File: config.mk
export PLATFORM = sky130hd
export DESIGN_NAME = latch_rf_wr_sched
export DESIGN_NICKNAME = d
export VERILOG_FILES = /design/src/rtl/latch_rf_pkg.sv /design/src/rtl/rr_arbiter.sv /design/src/rtl/latch_rf_wr_sched.sv
export SDC_FILE = /design/constraint.sdc
export NUM_CORES = 1
export LEC_CHECK = 0
export BUFFER_PORTS_ARGS = -buffer_cell sky130_fd_sc_hd__buf_2
export CORE_AREA = 3 3 109 85
export CTS_BUF_LIST = sky130_fd_sc_hd__clkbuf_8
export DETAILED_ROUTE_END_ITERATION = 6
export DIE_AREA = 0 0 112 88
export GPL_TIMING_DRIVEN = 0
export PLACE_DENSITY = 0.79
export RECOVER_POWER = 100
export SYNTH_ARGS = -nofsm -noshare
export SYNTH_HDL_FRONTEND = slang
export SYNTH_SLANG_ARGS = --single-unit
File: constraint.sdc
create_clock -name clk_i -period 4.2 [get_ports clk_i]
set_clock_uncertainty 0.05 [all_clocks]
set_input_delay 0.84 -clock clk_i [delete_from_list [all_inputs] [get_ports clk_i]]
set_output_delay 0.84 -clock clk_i [all_outputs]
set_load 0.05 [all_outputs]
File: src/rtl/latch_rf_pkg.sv
// Shared types, parameter defaults and width helper for the latch register-file write scheduler.
package latch_rf_pkg;

  localparam int unsigned NUM_REQ_DEF    = 4;
  localparam int unsigned NUM_REGS_DEF   = 32;
  localparam int unsigned DATA_WIDTH_DEF = 32;

  typedef enum logic [1:0] {
    RUN    = 2'd0,
    DRAIN  = 2'd1,
    HALTED = 2'd2
  } state_t;

  // Address width for a bank of n cells; never narrower than one bit.
  function automatic int unsigned calc_aw(input int unsigned n);
    calc_aw = (n > 1) ? $clog2(n) : 1;
  endfunction

endpackage

File: src/rtl/rr_arbiter.sv
// Round-robin arbiter: one-hot grant starting at ptr, ptr moves past the winner.
module rr_arbiter #(
  parameter int unsigned NUM_REQ = 4
) (
  input  logic               clk_i,
  input  logic               rst_ni,
  input  logic [NUM_REQ-1:0] valid_i,
  input  logic               en_i,
  output logic [NUM_REQ-1:0] gnt_o
);

  localparam int unsigned PW = (NUM_REQ > 1) ? $clog2(NUM_REQ) : 1;

  logic [PW-1:0] ptr_q, ptr_d;
  logic [PW-1:0] idx;
  logic          found;

  // Scan from ptr upward, wrapping, and take the first valid requester.
  always_comb begin
    gnt_o = '0;
    ptr_d = ptr_q;
    found = 1'b0;
    idx   = '0;
    for (int unsigned k = 0; k < NUM_REQ; k++) begin
      idx = PW'((32'(ptr_q) + k) % NUM_REQ);
      if (en_i && !found && valid_i[idx]) begin
        gnt_o[idx] = 1'b1;
        ptr_d      = PW'((32'(idx) + 1) % NUM_REQ);
        found      = 1'b1;
      end
    end
  end

  always_ff @(posedge clk_i or negedge rst_ni) begin
    if (!rst_ni) ptr_q <= '0;
    else         ptr_q <= ptr_d;
  end

endmodule

File: src/rtl/latch_rf_wr_sched.sv
// Shares the latch bank write port among requesters, tracks not-yet-stable cells, halts on request.
// Optional read bypass of the previous cycle's write: define LATCH_RF_WR_BYPASS_EN.
module latch_rf_wr_sched
  import latch_rf_pkg::*;
#(
  parameter  int unsigned NUM_REQ    = NUM_REQ_DEF,
  parameter  int unsigned NUM_REGS   = NUM_REGS_DEF,
  parameter  int unsigned DATA_WIDTH = DATA_WIDTH_DEF,
  localparam int unsigned AW         = calc_aw(NUM_REGS)
) (
  input  logic                          clk_i,
  input  logic                          rst_ni,
  input  logic [NUM_REQ-1:0]            req_valid_i,
  input  logic [NUM_REQ*AW-1:0]         req_addr_i,
  input  logic [NUM_REQ*DATA_WIDTH-1:0] req_data_i,
  output logic [NUM_REQ-1:0]            req_ready_o,
  output logic [NUM_REGS-1:0]           cell_we_o,
  output logic [DATA_WIDTH-1:0]         cell_wdata_o,
  output logic [NUM_REGS-1:0]           pending_o,
  input  logic                          halt_req_i,
  output logic                          halted_o
`ifdef LATCH_RF_WR_BYPASS_EN
  ,
  input  logic [AW-1:0]                 rd_addr_i,
  output logic                          byp_hit_o,
  output logic [DATA_WIDTH-1:0]         byp_data_o
`endif
);

  state_t                state_q, state_d;
  logic                  grant_en;
  logic [NUM_REQ-1:0]    gnt;
  logic [AW-1:0]         sel_addr;
  logic [DATA_WIDTH-1:0] sel_data;
  logic [NUM_REGS-1:0]   we;
  logic [NUM_REGS-1:0]   pending_q;

  // Gating on rst_ni keeps the combinational outputs at zero during reset.
  assign grant_en = rst_ni && (state_q == RUN) && !halt_req_i;

  rr_arbiter #(
    .NUM_REQ (NUM_REQ)
  ) u_arb (
    .clk_i   (clk_i),
    .rst_ni  (rst_ni),
    .valid_i (req_valid_i),
    .en_i    (grant_en),
    .gnt_o   (gnt)
  );

  // One-hot mux of the granted requester's address and data; zero when idle.
  always_comb begin
    sel_addr = '0;
    sel_data = '0;
    for (int unsigned i = 0; i < NUM_REQ; i++) begin
      if (gnt[i]) begin
        sel_addr = sel_addr | req_addr_i[i*AW +: AW];
        sel_data = sel_data | req_data_i[i*DATA_WIDTH +: DATA_WIDTH];
      end
    end
  end

  // Cell 0 and out-of-range addresses decode to nothing, dropping the write.
  always_comb begin
    we = '0;
    for (int unsigned r = 1; r < NUM_REGS; r++) begin
      we[r] = (|gnt) && (sel_addr == AW'(r));
    end
  end

  assign req_ready_o  = gnt;
  assign cell_we_o    = we;
  assign cell_wdata_o = sel_data;

  always_ff @(posedge clk_i or negedge rst_ni) begin
    if (!rst_ni) pending_q <= '0;
    else         pending_q <= we;
  end

  assign pending_o = pending_q;

  always_ff @(posedge clk_i or negedge rst_ni) begin
    if (!rst_ni) state_q <= RUN;
    else         state_q <= state_d;
  end

  // Halt skips DRAIN when nothing was written in the previous cycle.
  always_comb begin
    state_d = state_q;
    case (state_q)
      RUN: begin
        if (halt_req_i) state_d = (|pending_q) ? DRAIN : HALTED;
      end
      DRAIN: begin
        if (pending_q == '0) state_d = halt_req_i ? HALTED : RUN;
      end
      HALTED: begin
        if (!halt_req_i) state_d = RUN;
      end
      default: state_d = RUN;
    endcase
  end

  assign halted_o = (state_q == HALTED);

`ifdef LATCH_RF_WR_BYPASS_EN
  logic [AW-1:0]         byp_addr_q;
  logic [DATA_WIDTH-1:0] byp_data_q;

  always_ff @(posedge clk_i or negedge rst_ni) begin
    if (!rst_ni) begin
      byp_addr_q <= '0;
      byp_data_q <= '0;
    end else if (|we) begin
      byp_addr_q <= sel_addr;
      byp_data_q <= sel_data;
    end
  end

  // pending_q is one-hot, so a hit on it equals a match on the saved address.
  assign byp_hit_o  = (|pending_q) && (rd_addr_i == byp_addr_q);
  assign byp_data_o = byp_data_q;
`endif

endmodule

==> summary.md <==
| Metric | Value |
|---|---|
| Outcome | `finished, violations left` |
| Failing checks | `setup timing` |
| Leakage power summed over all cells | `2.89 nW` |
| Count of final setup violators | `31` |
| Die width | `112 um` |
| Top cells by area, synth | `dfrtp_1, a22oi_1, nand2_1, nor2_1, ha_1` |
| Final slew viol count | `0` |
| Layout overhead on the synthesized area | `101%` |
| Highest clock rate | `221 MHz` |
| Residual overflow from global routing | `0` |
| Largest fanout of any net on the critical path | `8` |
| Count of synthesis-stage warnings from yosys | `0` |
| Synth top area share | `29.4%` |
| Detailed-route wire length per cell | `21.7 um` |
| Number of nets in the finished design | `813` |
| Part of the power in the clock network | `7.8%` |
| Switching share of power | `51.1%` |
| Library cell with the largest summed area after synthesis | `dfrtp_1` |
| Hold slack | `0.330 ns` |
| Die Area | `0.00986 sq mm` |
| Maximum number of pins on one net before global-route repair | `38` |
| Met3 usage in global routing | `5.87%` |
| Num rows | `29` |
| Layout fillers | `606` |
| Number of primary I/O pins | `256` |
| # port buffers | `253` |
| DRC | `0` |
| Total GRT Usage | `29.1%` |
| NetSw | `1.60 mW` |
| Number of hold buffers added after cts | `0` |
| Power share of the combinational group | `79.8%` |
| Slack of the worst reg-to-reg path | `0.82 ns` |
| Synth Register Bits | `35` |
| Detailed-router iteration count before antenna repair | `5` |
| Endpoint arrival time on the critical path | `3.63 ns` |
| Post-synthesis instance area | `0.00298 sq mm` |
| Global-route wire length before repair | `22.5 mm` |
| Fraction of layout instances using a drive strength above 1 | `59.8%` |
| Cts bufs inserted | `5` |
| Vert. Die Dim | `88 um` |
| CTS max path bufs | `2` |
| M2 GR Usage | `50.4%` |
| Reg-to-Reg Start | `u_arb.ptr_q[0]` |
| Final weighted congestion in routability-driven placement | `0.963` |
| Endpoint of the most critical register-to-register path | `pending_o[13]` |
| Worst setup path category | `reg -> out` |
| Count of different cell masters after synthesis | `60` |
| Half-perimeter wire length after placement | `11.5 mm` |
| End-of-flow core utilization | `71.9%` |
| Max H-tree Level | `2` |
| Headroom to the max-slew limit | `32.2%` |
| Logic depth of the worst register-to-register path | `13` |
| Vias | `4423` |
| Sort of element at the start of the critical path | `flop` |
| Most used routing layer in global routing | `met2` |
| Total routed wirelength | `16.5 mm` |
| Max_cap viols | `0` |
| Data required time at the worst endpoint | `3.31 ns` |
| Final worst slack | `-0.317 ns` |
| Final min period | `4.52 ns` |
| Largest vdd supply drop | `0.309 mV` |
| Gate count after technology mapping | `339` |
| Slew at the pin closest to its max-slew limit | `1.01 ns` |
| Final total power | `3.14 mW` |
| Synthesized area per cell | `8.78 sq um` |
| Setup repair after global routing missed its margin | `true` |
| Most instantiated cells after synthesis | `a22oi_1, nand2_1, dfrtp_1` |
| Vias per Instance | `5.83` |
| Source-to-sink clock delay at the later pin of the worst-skew pair | `0.28 ns` |
| Register cell area after layout | `878 sq um` |
| Top-count cell post-synth | `a22oi_1` |
| CP Capture Type | `output port` |
| Pwr per Cell Area | `525 mW/mm^2` |
| Seq/Total Area, Yosys | `29.4%` |
| CTS tree | `built` |
| Sequential group share of total power | `12.4%` |
| Number of antenna violations at the first check in global routing | `1` |
| Post-synthesis async set-or-reset flop share | `100%` |
| Starting density of the core | `35.8%` |
| Portion of the clock cycle consumed by the worst path in the final layout | `108%` |
| Placeable core region | `0.00831 sq mm` |
| Area occupied by multi-input gates | `0.00235 sq mm` |
| Count of flip-flops with a built-in enable after synthesis | `0` |
| Primary flip-flop cell chosen by synthesis mapping | `dfrtp_1` |
| Number of clock sinks | `35` |
| Kind of path behind the tightest hold check | `in -> async` |
| Total negative setup slack | `-6.73 ns` |
| Clk Tree Root Cell | `clkbuf_8` |
| Starting DRT DRC Count | `310` |
| Global routing met1 resource utilization | `36.5%` |
| Antenna viol nets, final | `0` |
| CTS clk-pin slew, worst paths | `0.07 ns` |
| Vias in the first global route | `4233` |
| Design internal power | `1.53 mW` |
| Final hold viol count | `0` |
==> repair_timing <==
item,CTS,global route
gates resized for setup,157,91
buffers inserted,33,19
setup endpoints to repair,67,67
pin swaps,20,16
cloned,1,1
endpoints found under the hold margin,0,0
==> final cells by class <==
cell class / instances / share of cell area, %
diodes: 1 / 0.0419
plain buffers: 26 / 4.86
clock buffers: 6 / 1.38
clock inverters: 1 / 0.0838
inverters: 15 / 1.19
multi-input cells: 262 / 39.3
flip-flops and latches: 35 / 14.7
well taps: 108 / 2.26
repair buffers: 305 / 36.2
==> power by group through the flow <==
stage          combinational, mW  clock [mW]  sequential, mW
6_report                    2.50       0.245           0.389
5_1_grt                     2.62       0.262           0.390
4_1_cts                     2.25       0.242           0.384
3_5_place_dp                1.86           0           0.397
3_3_place_gp                1.81           0           0.394
2_1_floorplan               1.39           0           0.418
==> sequential cells by signal, indices dropped and copies added, names as in the netlist <==
name and count:
pending_o 31, u_arb.ptr_q 2, state_q 2
==> critical path: stages, from the launching register on <==
cell      delay [ns]
dfrtp_2         0.39
buf_8           0.12
inv_8           0.04
ha_4            0.27
mux4_2          0.55
buf_4           0.18
buf_16          0.12
buf_4           0.14
nor4_4          0.16
buf_6           0.18
a22o_1          0.20
a2111o_1        0.23
buf_6           0.14
nand3_4         0.10
and4bb_4        0.36
buf_8           0.15
==> stage by stage <==
stage	cells	setup WS [ns]	instance area, sq um
floorplan	340	-0.163	3250
global placement	701	-1.20	4650
detailed placement	701	-1.16	4650
CTS	740	-0.302	5560
global route	759	-0.435	5970
finish	759	-0.317	5970
==> cells by family (layout without fill, tap and decap cells) <==
group / count (synthesis) / after routing / synth area share, %
AO/OA/AOI/OAI: 120 / 120 / 32.1
XOR/XNOR: 1 / 1 / 0.294
adder cells (fa/ha/maj): 8 / 8 / 3.36
buffers and inverters: 43 / 353 / 7.44
flip-flops: 35 / 35 / 29.4
multiplexers: 9 / 9 / 4.79
other: 1 / 3 / 0.126
AND/OR/NAND/NOR: 122 / 122 / 22.4
==> how the worst max path moves through the flow <==
stage,from,end,slack [ns]
floorplan,u_arb.ptr_q[0],cell_we_o[3],-0.16
global placement,rst_ni,cell_we_o[1],-1.20
detailed placement,rst_ni,cell_we_o[16],-1.16
CTS,u_arb.ptr_q[1],cell_we_o[3],-0.30
global route,u_arb.ptr_q[0],cell_we_o[1],-0.43
finish,u_arb.ptr_q[0],cell_we_o[1],-0.32
==> placed cells by master (no fill, tap or decap), drive strengths merged, types with 6 or more instances in the layout <==
cell,netlist,routed
buf,14,293
a22oi,72,72
clkbuf,14,44
nand2,42,42
dfrtp,35,35
nor2,34,34
inv,15,15
a21oi,13,13
nor4,8,8
ha,8,8
nand3b,6,6
nand3,6,6
==> routing by layer <==
layer | vias up | wire (um)
li1 | 1913 | -
met1 | 2111 | 6000
met2 | 337 | 8210
met3 | 62 | 1660
met4 | 0 | 637
met5 | - | 0
Note: power is estimated with default switching activity, not from simulation.
